File: config.mk
export PLATFORM = sky130hd
export DESIGN_NAME = des_encrypt_iter
export DESIGN_NICKNAME = d
export VERILOG_FILES = /design/src/rtl/des_encrypt_iter.sv
export SDC_FILE = /design/constraint.sdc
export NUM_CORES = 1
export LEC_CHECK = 0
export CORE_UTILIZATION = 54
export DETAILED_ROUTE_END_ITERATION = 10
export PLACE_DENSITY = 0.87
export SKIP_LAST_GASP = 1
export SLEW_MARGIN = 20
export SYNTH_ARGS = -nofsm -noshare
export SYNTH_HDL_FRONTEND = slang
export SYNTH_SLANG_ARGS = --single-unit
File: constraint.sdc
create_clock -name clk -period 9.37 [get_ports clk]
set_input_delay 0.937 -clock clk [delete_from_list [all_inputs] [get_ports clk]]
set_output_delay 0.937 -clock clk [all_outputs]
set_load 0.01 [all_outputs]
File: src/rtl/des_encrypt_iter.sv
// des_encrypt_iter: iterative DES encryption core, one Feistel round per clock.
// Build macro DES_IO_PERM_EN: when defined, data_out is IP^-1({R16,L16}),
// i.e. standard ciphertext. When undefined, data_out is the raw {R16,L16}
// pre-output, which is the decrypt block's input convention.
// key is the post-PC-1 key: C0 = key[27:0], D0 = key[55:28].
module des_encrypt_iter #(
  parameter int unsigned NUM_ROUNDS = 16
) (
  input  logic        clk,
  input  logic        rst_n,
  input  logic        in_valid,
  output logic        in_ready,
  input  logic [63:0] data_in,
  input  logic [55:0] key,
  output logic        out_valid,
  input  logic        out_ready,
  output logic [63:0] data_out,
  output logic        busy
);

  localparam int unsigned BLK_W  = 64;
  localparam int unsigned HALF_W = 32;
  localparam int unsigned HKEY_W = 28;
  localparam int unsigned SUB_W  = 48;
  localparam int unsigned CNT_W  = 4;
  localparam logic [CNT_W-1:0] LAST_RND = CNT_W'(NUM_ROUNDS - 1);

  // Tables use FIPS 46-3 numbering: position 1 is the MSB of the source word.
  localparam int IP_T [64] = '{
    58, 50, 42, 34, 26, 18, 10, 2,  60, 52, 44, 36, 28, 20, 12, 4,
    62, 54, 46, 38, 30, 22, 14, 6,  64, 56, 48, 40, 32, 24, 16, 8,
    57, 49, 41, 33, 25, 17,  9, 1,  59, 51, 43, 35, 27, 19, 11, 3,
    61, 53, 45, 37, 29, 21, 13, 5,  63, 55, 47, 39, 31, 23, 15, 7};

  localparam int E_T [48] = '{
    32,  1,  2,  3,  4,  5,   4,  5,  6,  7,  8,  9,
     8,  9, 10, 11, 12, 13,  12, 13, 14, 15, 16, 17,
    16, 17, 18, 19, 20, 21,  20, 21, 22, 23, 24, 25,
    24, 25, 26, 27, 28, 29,  28, 29, 30, 31, 32,  1};

  localparam int P_T [32] = '{
    16,  7, 20, 21, 29, 12, 28, 17,   1, 15, 23, 26,  5, 18, 31, 10,
     2,  8, 24, 14, 32, 27,  3,  9,  19, 13, 30,  6, 22, 11,  4, 25};

  localparam int PC2_T [48] = '{
    14, 17, 11, 24,  1,  5,   3, 28, 15,  6, 21, 10,
    23, 19, 12,  4, 26,  8,  16,  7, 27, 20, 13,  2,
    41, 52, 31, 37, 47, 55,  30, 40, 51, 45, 33, 48,
    44, 49, 39, 56, 34, 53,  46, 42, 50, 36, 29, 32};

  // S-boxes: entry [box*4 + row], 16 nibbles per row, column 0 in the top nibble.
  localparam logic [63:0] SB [32] = '{
    64'hE4D12FB83A6C5907, 64'h0F74E2D1A6CB9538, 64'h41E8D62BFC973A50, 64'hFC8249175B3EA06D,
    64'hF18E6B34972DC05A, 64'h3D47F28EC01A69B5, 64'h0E7BA4D158C6932F, 64'hD8A13F42B67C05E9,
    64'hA09E63F51DC7B428, 64'hD709346A285ECBF1, 64'hD6498F30B12C5AE7, 64'h1AD069874FE3B52C,
    64'h7DE3069A1285BC4F, 64'hD8B56F03472C1AE9, 64'hA690CB7DF13E5284, 64'h3F06A1D8945BC72E,
    64'h2C417AB6853FD0E9, 64'hEB2C47D150FA3986, 64'h421BAD78F9C5630E, 64'hB8C71E2D6F09A453,
    64'hC1AF92680D34E75B, 64'hAF427C9561DE0B38, 64'h9EF528C3704A1DB6, 64'h432C95FABE17608D,
    64'h4B2EF08D3C975A61, 64'hD0B7491AE35C2F86, 64'h14BDC37EAF680592, 64'h6BD814A7950FE23C,
    64'hD2846FB1A93E50C7, 64'h1FD8A374C56B0E92, 64'h7B419CE206ADF358, 64'h21E74A8DFC90356B};

  // Initial permutation, applied to data_in in every build.
  function automatic logic [BLK_W-1:0] ip(input logic [BLK_W-1:0] x);
    logic [BLK_W-1:0] y;
    y = '0;
    for (int j = 0; j < 64; j++) y[6'(63 - j)] = x[6'(64 - IP_T[j])];
    return y;
  endfunction

`ifdef DES_IO_PERM_EN
  localparam int IPINV_T [64] = '{
    40, 8, 48, 16, 56, 24, 64, 32,  39, 7, 47, 15, 55, 23, 63, 31,
    38, 6, 46, 14, 54, 22, 62, 30,  37, 5, 45, 13, 53, 21, 61, 29,
    36, 4, 44, 12, 52, 20, 60, 28,  35, 3, 43, 11, 51, 19, 59, 27,
    34, 2, 42, 10, 50, 18, 58, 26,  33, 1, 41,  9, 49, 17, 57, 25};

  // Final permutation for standard ciphertext output.
  function automatic logic [BLK_W-1:0] ip_inv(input logic [BLK_W-1:0] x);
    logic [BLK_W-1:0] y;
    y = '0;
    for (int j = 0; j < 64; j++) y[6'(63 - j)] = x[6'(64 - IPINV_T[j])];
    return y;
  endfunction
`endif

  // E expansion of the right half, 32 -> 48 bits.
  function automatic logic [SUB_W-1:0] expansion(input logic [HALF_W-1:0] x);
    logic [SUB_W-1:0] y;
    y = '0;
    for (int j = 0; j < 48; j++) y[6'(47 - j)] = x[5'(32 - E_T[j])];
    return y;
  endfunction

  // Eight S-box lookups, 48 -> 32 bits; row = outer bits, column = inner four.
  function automatic logic [HALF_W-1:0] s_function(input logic [SUB_W-1:0] x);
    logic [HALF_W-1:0] y;
    logic [5:0]        six;
    logic [63:0]       row;
    y = '0;
    for (int n = 0; n < 8; n++) begin
      six = x[6'(47 - 6 * n) -: 6];
      row = SB[{3'(n), six[5], six[0]}];
      y[5'(31 - 4 * n) -: 4] = row[{~six[4:1], 2'b00} +: 4];
    end
    return y;
  endfunction

  // P permutation after the S-boxes.
  function automatic logic [HALF_W-1:0] p_post_sf(input logic [HALF_W-1:0] x);
    logic [HALF_W-1:0] y;
    y = '0;
    for (int j = 0; j < 32; j++) y[5'(31 - j)] = x[5'(32 - P_T[j])];
    return y;
  endfunction

  // PC-2 selection of the round key from {C,D}, C in the upper half.
  function automatic logic [SUB_W-1:0] p_key2(input logic [2*HKEY_W-1:0] x);
    logic [SUB_W-1:0] y;
    y = '0;
    for (int j = 0; j < 48; j++) y[6'(47 - j)] = x[6'(56 - PC2_T[j])];
    return y;
  endfunction

  typedef enum logic [1:0] {IDLE, RUN, DONE} state_t;

  state_t              state_q, state_d;
  logic [HALF_W-1:0]   l_q, l_d, r_q, r_d;
  logic [HKEY_W-1:0]   c_q, c_d, d_q, d_d;
  logic [CNT_W-1:0]    cnt_q, cnt_d;
  logic [BLK_W-1:0]    data_out_q, data_out_d;
  logic                out_valid_q, out_valid_d;
  logic                busy_q, busy_d;

  logic                rot1;
  logic [HKEY_W-1:0]   c_rot, d_rot;
  logic [SUB_W-1:0]    round_key;
  logic [HALF_W-1:0]   f_out, r_new;
  logic [BLK_W-1:0]    pre_out, result;

  // One Feistel round on the current state, plus the output form of its result.
  always_comb begin
    rot1 = cnt_q inside {4'd0, 4'd1, 4'd8, 4'd15};
    if (rot1) begin
      c_rot = {c_q[26:0], c_q[27]};
      d_rot = {d_q[26:0], d_q[27]};
    end else begin
      c_rot = {c_q[25:0], c_q[27:26]};
      d_rot = {d_q[25:0], d_q[27:26]};
    end
    round_key = p_key2({c_rot, d_rot});
    f_out     = p_post_sf(s_function(expansion(r_q) ^ round_key));
    r_new     = l_q ^ f_out;
    pre_out   = {r_new, r_q};
`ifdef DES_IO_PERM_EN
    result    = ip_inv(pre_out);
`else
    result    = pre_out;
`endif
  end

  // Next-state and register-input logic.
  always_comb begin
    state_d     = state_q;
    l_d         = l_q;
    r_d         = r_q;
    c_d         = c_q;
    d_d         = d_q;
    cnt_d       = cnt_q;
    data_out_d  = data_out_q;
    out_valid_d = out_valid_q;
    case (state_q)
      IDLE: begin
        if (in_valid) begin
          {l_d, r_d} = ip(data_in);
          c_d        = key[27:0];
          d_d        = key[55:28];
          cnt_d      = '0;
          state_d    = RUN;
        end
      end
      RUN: begin
        l_d   = r_q;
        r_d   = r_new;
        c_d   = c_rot;
        d_d   = d_rot;
        cnt_d = cnt_q + CNT_W'(1);
        if (cnt_q == LAST_RND) begin
          data_out_d  = result;
          out_valid_d = 1'b1;
          state_d     = DONE;
        end
      end
      DONE: begin
        if (out_ready) begin
          out_valid_d = 1'b0;
          state_d     = IDLE;
        end
      end
      default: state_d = IDLE;
    endcase
    busy_d = (state_d != IDLE);
  end

  // State and datapath registers.
  always_ff @(posedge clk or negedge rst_n) begin
    if (!rst_n) begin
      state_q     <= IDLE;
      l_q         <= '0;
      r_q         <= '0;
      c_q         <= '0;
      d_q         <= '0;
      cnt_q       <= '0;
      data_out_q  <= '0;
      out_valid_q <= 1'b0;
      busy_q      <= 1'b0;
    end else begin
      state_q     <= state_d;
      l_q         <= l_d;
      r_q         <= r_d;
      c_q         <= c_d;
      d_q         <= d_d;
      cnt_q       <= cnt_d;
      data_out_q  <= data_out_d;
      out_valid_q <= out_valid_d;
      busy_q      <= busy_d;
    end
  end

  assign in_ready  = (state_q == IDLE);
  assign out_valid = out_valid_q;
  assign data_out  = data_out_q;
  assign busy      = busy_q;

endmodule
# After elaboration in Yosys (flattened, before gate mapping)
# Memory sizes are Yosys's and may differ from the RTL's.
# Cells that the tools add are included.
dict set report word_totals {
  regBits 164
  mem_bits_ro 8192
  out_inout_bits 67
  mem_count 4
}
dict set report classes {
  addsub 1
  magnitude_cmp 4
  n_eq_ne 8
  shifts 4
  muxes 24
  bitwise 10
  n_reduce_logical 9
}
# memory words word_bits rd rd_clocked_by_memory_dff wr line_no
set mem_list {}
lappend mem_list {{(name not given)} 32 64 1 0 0 102} ;# row = SB[{3'(n), six[5], six[0]}];
lappend mem_list {{(name not given)} 32 64 1 0 0 102}
lappend mem_list {{(name not given)} 32 64 1 0 0 102}
lappend mem_list {{(name not given)} 32 64 1 0 0 102}
# operator count
set op_table {}
lappend op_table {{64-bit 2-to-1 mux} 8}
lappend op_table {{32-bit one-hot mux with 2 select lines} 2}
lappend op_table {{64-bit by 7-bit variable part select with 3-bit output} 2}
lappend op_table {{32-bit 2-to-1 mux} 2}
lappend op_table {{64-bit by 7-bit variable part select with 2-bit output} 1}
lappend op_table {{64-bit by 7-bit variable part select with 4-bit output} 1}
lappend op_table {{28-bit 2-to-1 mux} 2}
lappend op_table {{28-bit one-hot mux with 2 select lines} 1}
lappend op_table {{32-bit by 16-bit XOR with 32-bit output} 1}
lappend op_table {{6-bit >= comparator (second input constant)} 4}
lappend op_table {{5-bit inverter with 6-bit output} 4}
lappend op_table {{24-bit XOR} 1}
lappend op_table {{4-bit inverter} 4}
lappend op_table {{4-bit == test (second input constant)} 2}
lappend op_table {{4-bit one-hot mux with 2 select lines} 1}
lappend op_table {{2-bit 2-to-1 mux} 3}
lappend op_table {{2-bit != test (second input constant)} 3}
lappend op_table {{2-bit one-hot mux with 3 select lines} 1}
lappend op_table {{2-bit nonzero test} 3}
lappend op_table {{4-bit by 1-bit adder with 4-bit output (second input constant)} 1}
lappend op_table {{4-bit by 1-bit == test with 1-bit output (second input constant)} 1}
lappend op_table {{4-bit zero test} 1}
lappend op_table {{4-bit 2-to-1 mux} 1}
lappend op_table {{2-bit AND reduction} 2}
lappend op_table {{7 further kinds} 8}

# Depth between registers and ports, before layout
dict set report depth {
  depth_word 11
  mapped_depth 17
  depth_no_buf 16
}

# Worst setup path after synthesis
# OpenSTA, ideal clock, no wires.
dict set report synth_path {
  path_type {register to register}
  from {register cnt_q[0]}
  to {register data_out_q[42], in the netlist data_out[42]}
  arrival_time_ns 2.995
  required_ns 9.238
  slack_ns 6.242
  stages_incl_launch_ff 15
  n_path_buf 1
  cell_sequence {dfrtp_1 > ha_1 > a21boi_2 > a21o_1 > buf_6 > mux2i_2 > xor2_1 > inv_1 > ha_1 > mux2_1 > o32ai_1 > nor4_1 > a31oi_1 > xnor2_1 > o21ai_1}
}
dict set report synth_via {
  elab_chain_cells 10
  word_cells_on_any_way 15
  cone_classes {eq/ne: 3; shift: 1; mux: 3; bitwise: 4; reduce/logical: 3; memory: 1}
}
# item line_no
set synth_lines {}
lappend synth_lines {{start, declared} 129} ;# logic [CNT_W-1:0] cnt_q, cnt_d;
lappend synth_lines {{start signal, assigned} 222} ;# cnt_q <= cnt_d;
lappend synth_lines {{4-bit by 1-bit == test with 1-bit output (tied with other cells)} 142} ;# rot1 = cnt_q inside {4'd0, 4'd1, 4'd8, 4'd15};
lappend synth_lines {{4-bit nonzero test} 142}
lappend synth_lines {{28-bit 2-to-1 mux} 143} ;# if (rot1) begin
lappend synth_lines {{24-bit XOR} 151} ;# f_out = p_post_sf(s_function(expansion(r_q) ^ round_key));
lappend synth_lines {{5-bit inverter with 6-bit output (implied by the code)} 102}
lappend synth_lines {{memory read 32 x 64 bit} n/a}
lappend synth_lines {{64-bit 2-to-1 mux (implied by the code) (2 in a row)} 102}
lappend synth_lines {{64-bit by 7-bit variable part select with 4-bit output} 103} ;# y[5'(31 - 4 * n) -: 4] = row[{~six[4:1], 2'b00} +: 4];
lappend synth_lines {{32-bit by 16-bit XOR with 32-bit output} 152} ;# r_new = l_q ^ f_out;
lappend synth_lines {{end signal, assigned} 223} ;# data_out_q <= data_out_d;
lappend synth_lines {{end, declared} 130} ;# logic [BLK_W-1:0] data_out_q, data_out_d;
# Parallel ways exist; a longest one is shown, timed or not. The select of a mux whose other input is x is not followed.
# A chain may end at the register's enable or synchronous reset.

# Worst setup path in the final report
# Same ends and word-level chain as after synthesis.

==> metrics <==
worst-path fanout max 33; slowest cell on the critical path dfrtp_1; Max Cap Viol 0; Final min period 4.079 ns; drt total wl 19800 µm; Worst setup EP type register; DR vias/cell 5.973; clock-pin slew on the worst setup and hold paths 0.06 ns; synth cell count leaders 263 x nand2_1, 138 x dfrtp_1, 55 x o21ai_0; IO Count 191; initial antenna violation count 0; Final Cycle Share 43.53%; Core ar. 13830 µm²; area added between synthesis and finish 21.06%; RSZ-0062 raised after global routing false; Mapped Cells 873; global route hottest layer met2; mux share of post-synthesis cell area 5.121%; syn_area_per_cell 8.760 µm²; final core occ 66.95%; FF+latch count, synth 138; Die Area 14640 µm²; Critical Path Max Stage Delay 0.44 ns; clk_skew 0.008620 ns; share of flip-flops with an asynchronous set or reset 100.0%; WL per Instance 17.44 µm; setup violators final 0; most frequent cell after synthesis nand2_1; cell area after synthesis 7647 µm²; number of flops mapped to enable cells by yosys 0; global-route wire length before repair 32620 µm; reg-to-reg setup timing slack 5.29 ns; crit path DAT 4.36 ns; Synth Area in Adders 3.436%; Leak 4.098 nW; placed cells 1103; Top FF cell, synth dfrtp_1; Max VDD drop 0.0002041 V; Worst EP required 9.65 ns; startpoint types register; fmax 0.2452 GHz; status completed; Hold Violations, Final 0; CTS tree done; Post-CTS Setup Inserts 0; antenna viol nets, final 0; hold buffer count at cts 0; chip width 121.0 µm; worst relative slew slack 25.45%; clock sink total 138; Syn. warnings 0; Initial Util 55.31%; # DRC 0; Final Max Tran Viols 0; PnR worst setup slack 5.291 ns; clock latency on the worst-skew pair 0.43 ns; grt ovf 0; Tot Pwr 4.298 mW; Power Density 464.3 nW/µm²; CP Class reg2reg; Root Driver clkbuf_16; via count 6779; main combinational cell family by area after synthesis compound AO/OA/AOI/OAI gates; vias in the first global route 6443; antenna cells 0; CTS max path bufs 2; met1 Track Usage GR 38.34%; Die Ht 121.0 µm; # fillers 1021; post-CTS sizing 0; share of Yosys cell area claimed by the top area cell type 45.16%; sequential area share after synthesis 45.16%; Synth cell types 58; TNS Setup 0 ns; H-tree depth 4; Inserted Clock Buffers 17; HPWL after detailed placement 12410 µm; RePlAce Congestion 0.9046; fin nets 1087; xor/xnor share of the synthesized area 5.203%; DR pass1 iterations 5; worst hold path type reg2reg; # rows 43; top post-synthesis cells by area dfrtp_1 45%, nand2_1 13%, mux2i_1 3.7%; met3 Track Usage GR 6.814%; layout cells sized above 1 6.387%; GRT Total Usage 28.83%; pre-CTS WS 5.424 ns; Worst Tran Pin Value 1.087 ns; routing usage on met2 44.07%; cell taking the most area after synthesis dfrtp_1; Cell Count, Final, Fillers Out 1135; crit path cell chain inv_1, ha_1, nor2_1, a21o_1, buf_4, mux2i_2, xor2_1, inv_1, ha_1, a2111oi_0, nor4_1, a31oi_1, xnor2_1, o21ai_1; DRT iter0 DRCs 577; largest net degree at the start of global routing 94; IO Port Bufs 101; Post-Synth Simple-Gate Area 17.54%; Synth Area in Compound Gates 18.42%
[kinds of logic after synthesis]
kind of cell,after synthesis
AO/OA/AOI/OAI,217
XOR/XNOR,42
adder cells (fa/ha/maj),21
buffers and inverters,85
flip-flops,138
multiplexers,35
other,1
AND/OR/NAND/NOR,334
[through the flow]
step / cell area, µm² / hold slack (ns)
CTS: 9253 / 0.4799
global route: 9258 / 0.5000
detailed placement: 8680 / 0.4607
finish: 9258 / 0.4756
floorplan: 7692 / 0.4600
global placement: 8680 / 0.4568
[worst max-delay path: cells and delay by family (launching register included)]
family,cells,cell delay (ns)
flip-flops,1,0.44
AO/OA/AOI/OAI,4,0.93
multiplexers,1,0.40
AND/OR/NAND/NOR,2,0.29
adder cells (fa/ha/maj),2,0.59
XOR/XNOR,2,0.64
buffers and inverters,3,0.64
[flip-flops by register name (all words and copies together) (netlist names)]
| name | cells |
|---|---|
| r_q | 28 |
| busy | 1 |
| l_q | 23 |
| state_q | 2 |
| cnt_q | 4 |
| d_q | 28 |
| out_valid | 1 |
| data_out | 51 |
[cells in the final DEF, fill, tap and decap left out, drive strengths merged, types with 3 or more instances in the layout]
cell / n
o31ai: 5
ha: 21
buf: 9
nand3: 10
or3: 4
a211oi: 16
dfrtp: 138
mux2i: 34
nor2b: 11
clkdlybuf4s50: 100
o21ai: 67
xor2: 18
nand2: 263
a21o: 5
inv: 16
nand2b: 3
conb: 13
o22ai: 24
nor2: 29
a311oi: 3
a31oi: 9
o2111ai: 3
nor3: 6
o211ai: 6
a32oi: 3
o22a: 22
clkbuf: 20
a21oi: 37
xnor2: 24
clkinv: 7
[layer usage]
| layer | vias up | wire length [µm] |
|---|---|---|
| met5 | - | 0 |
| met4 | 0 | 760 |
| met3 | 57 | 1385 |
| met2 | 291 | 9480 |
| met1 | 3313 | 8169 |
| li1 | 3118 | - |
[layout make-up]
class / count / area (µm²) / share of cell area, %
Sequential cell: 138 / 3453 / 37.30
Tap cell: 180 / 225.2 / 2.433
Clock inverter: 12 / 116.4 / 1.257
Clock buffer: 20 / 456.7 / 4.933
Inverter: 14 / 52.55 / 0.5676
Multi-Input combinational cell: 662 / 3881 / 41.92
Timing Repair Buffer: 109 / 1072 / 11.58
[power by group]
part | internal (mW) | leakage (nW) | switching (mW)
Combinational | 1.03 | 2.05 | 1.49
Clock | 0.382 | 0.277 | 0.267
Sequential | 0.853 | 1.77 | 0.275
Total | 2.27 | 4.10 | 2.03
[worst paths after layout]
path	start	end	cells after the start
worst max-delay path	cnt_q[0]$_DFFE_PN0P_	data_out[42]$_DFFE_PN0P_	14
worst min-delay path	data_out[63]$_DFFE_PN0P_	data_out[63]$_DFFE_PN0P_	2
worst max register to register	cnt_q[0]$_DFFE_PN0P_	data_out[42]$_DFFE_PN0P_	14
worst min register to register	data_out[63]$_DFFE_PN0P_	data_out[63]$_DFFE_PN0P_	2
max in group asynchronous	rst_n	data_out[0]$_DFFE_PN0P_	2
min in group asynchronous	rst_n	data_out[30]$_DFFE_PN0P_	1
No activity file was read; power rests on OpenSTA's default activity.
==> variant (same settings) <==
Re-encode `state_t` (3 states) as one-hot, 3 bits wide.
--- a/src/rtl/des_encrypt_iter.sv
+++ b/src/rtl/des_encrypt_iter.sv
@@ -122,5 +122,5 @@
   endfunction
 
-  typedef enum logic [1:0] {IDLE, RUN, DONE} state_t;
+  typedef enum logic [2:0] {IDLE = 3'b001, RUN = 3'b010, DONE = 3'b100} state_t;
 
   state_t              state_q, state_d;
Behaviour: no difference found for any inputs over 4 cycles, from zero or initial values and one cycle with rst_n low; so few cycles prove little.
==> variant against the original RTL <==
- maximum frequency shrank 0.12%
- critical path type unchanged
- sequential power shrank 18%
- synthesized cell count shrank 1.7%
- critical endpoint is now data_out[32]
- final area shrank 1.8%
- sequential cell count grew 1
- utilization grew 1.2 points
- wire length shrank 4.2%
- synthesized area shrank 2.6%
- worst setup slack lost 0.0049 ns
- total power shrank 19%
==> variant: results (changes against the original RTL) <==
worst_hold_path:
  hp-start: "data_out[16]"
logic_synthesis:
  synth_area_leaders: "dfrtp_1 (46%), nand2_1 (14%), ha_1 (3.5%), nand3_1 (3.2%), o21ai_0 (2.8%)"
  synth-xor-area-share_pct: 5.12  # -0.081 points
  synth_commonest_cells: "nand2_1 (271), dfrtp_1 (138), nand3_1 (48), nor2_1 (48), o21ai_0 (42)"
  muxShareOfSynthArea_pct: 4.30  # -0.82 points
  synth_cell_types: 61  # +5.2%
route:
  vias: 6535  # -3.6%
status:
  status: "finished, final reports clean"
grt:
  grt_pass1_wl_mm: 31.4  # -3.6%
  grt_pass1_vias: 6294  # -2.3%
  grtUsageTotal_pct: 28.1  # -0.71 points
power_and_ir_drop:
  peakVddDrop_uv: 150  # -26%
  p_leak_nw: 4.20  # +2.6%
die:
  coreArea_um2: 13300  # -3.5%
sta:
  relSlewSlack_pct: 33.6  # +8.1 points
  timing.final.crit_period_ns: 4.08  # +0.00486 ns
  fin_worst_skew_ns: 0.00951  # +0.000888 ns
worst_setup_path:
  worst-path-stages: 15  # +1
  rr_worst_depth: 15  # +1
  ff2ff_setup_slack_ns: 5.29  # about the same
  slowest_delay_ns: 0.46  # +0.02 ns
  crit_fanout: 38  # +15%
  r2r_end: "data_out[32]"
cells_and_area:
  multi_input_area_share_pct: 40.4  # -1.5 points
  final-clk-cell-share_pct: 6.40  # +0.21 points
  fill_cells: 1044  # +2.3%
placed_design:
  place.gp.congestion: 0.924  # +2.1%
-- variant: routing by layer --
metal	vias up	routed length (µm)	track usage, %
met4	0	653	13.1
met1	3145	7640	35.0
met5	-	0	0
met3	54	1510	8.19
li1	3031	-	-
met2	305	9150	45.0
-- variant: power breakdown --
part	leakage [nW]	switching [mW]	internal (mW)	total, mW
Clock	0.274	0.268	0.401	0.669
Combinational	2.28	1.14	0.766	1.91
Sequential	1.65	0.183	0.739	0.922
Total	4.20	1.59	1.91	3.50
-- variant: worst register-to-register path: stages (launching register included) --
cell     delay, ns
dfrtp_1       0.44
inv_1         0.07
ha_1          0.19
nor2_1        0.13
a22o_2        0.15
buf_4         0.45
mux2i_2       0.40
xor2_1        0.46
inv_1         0.15
ha_1          0.41
a31oi_1       0.13
o21a_1        0.23
a221o_1       0.26
a21oi_1       0.19
xor2_1        0.23
o21ai_1       0.08
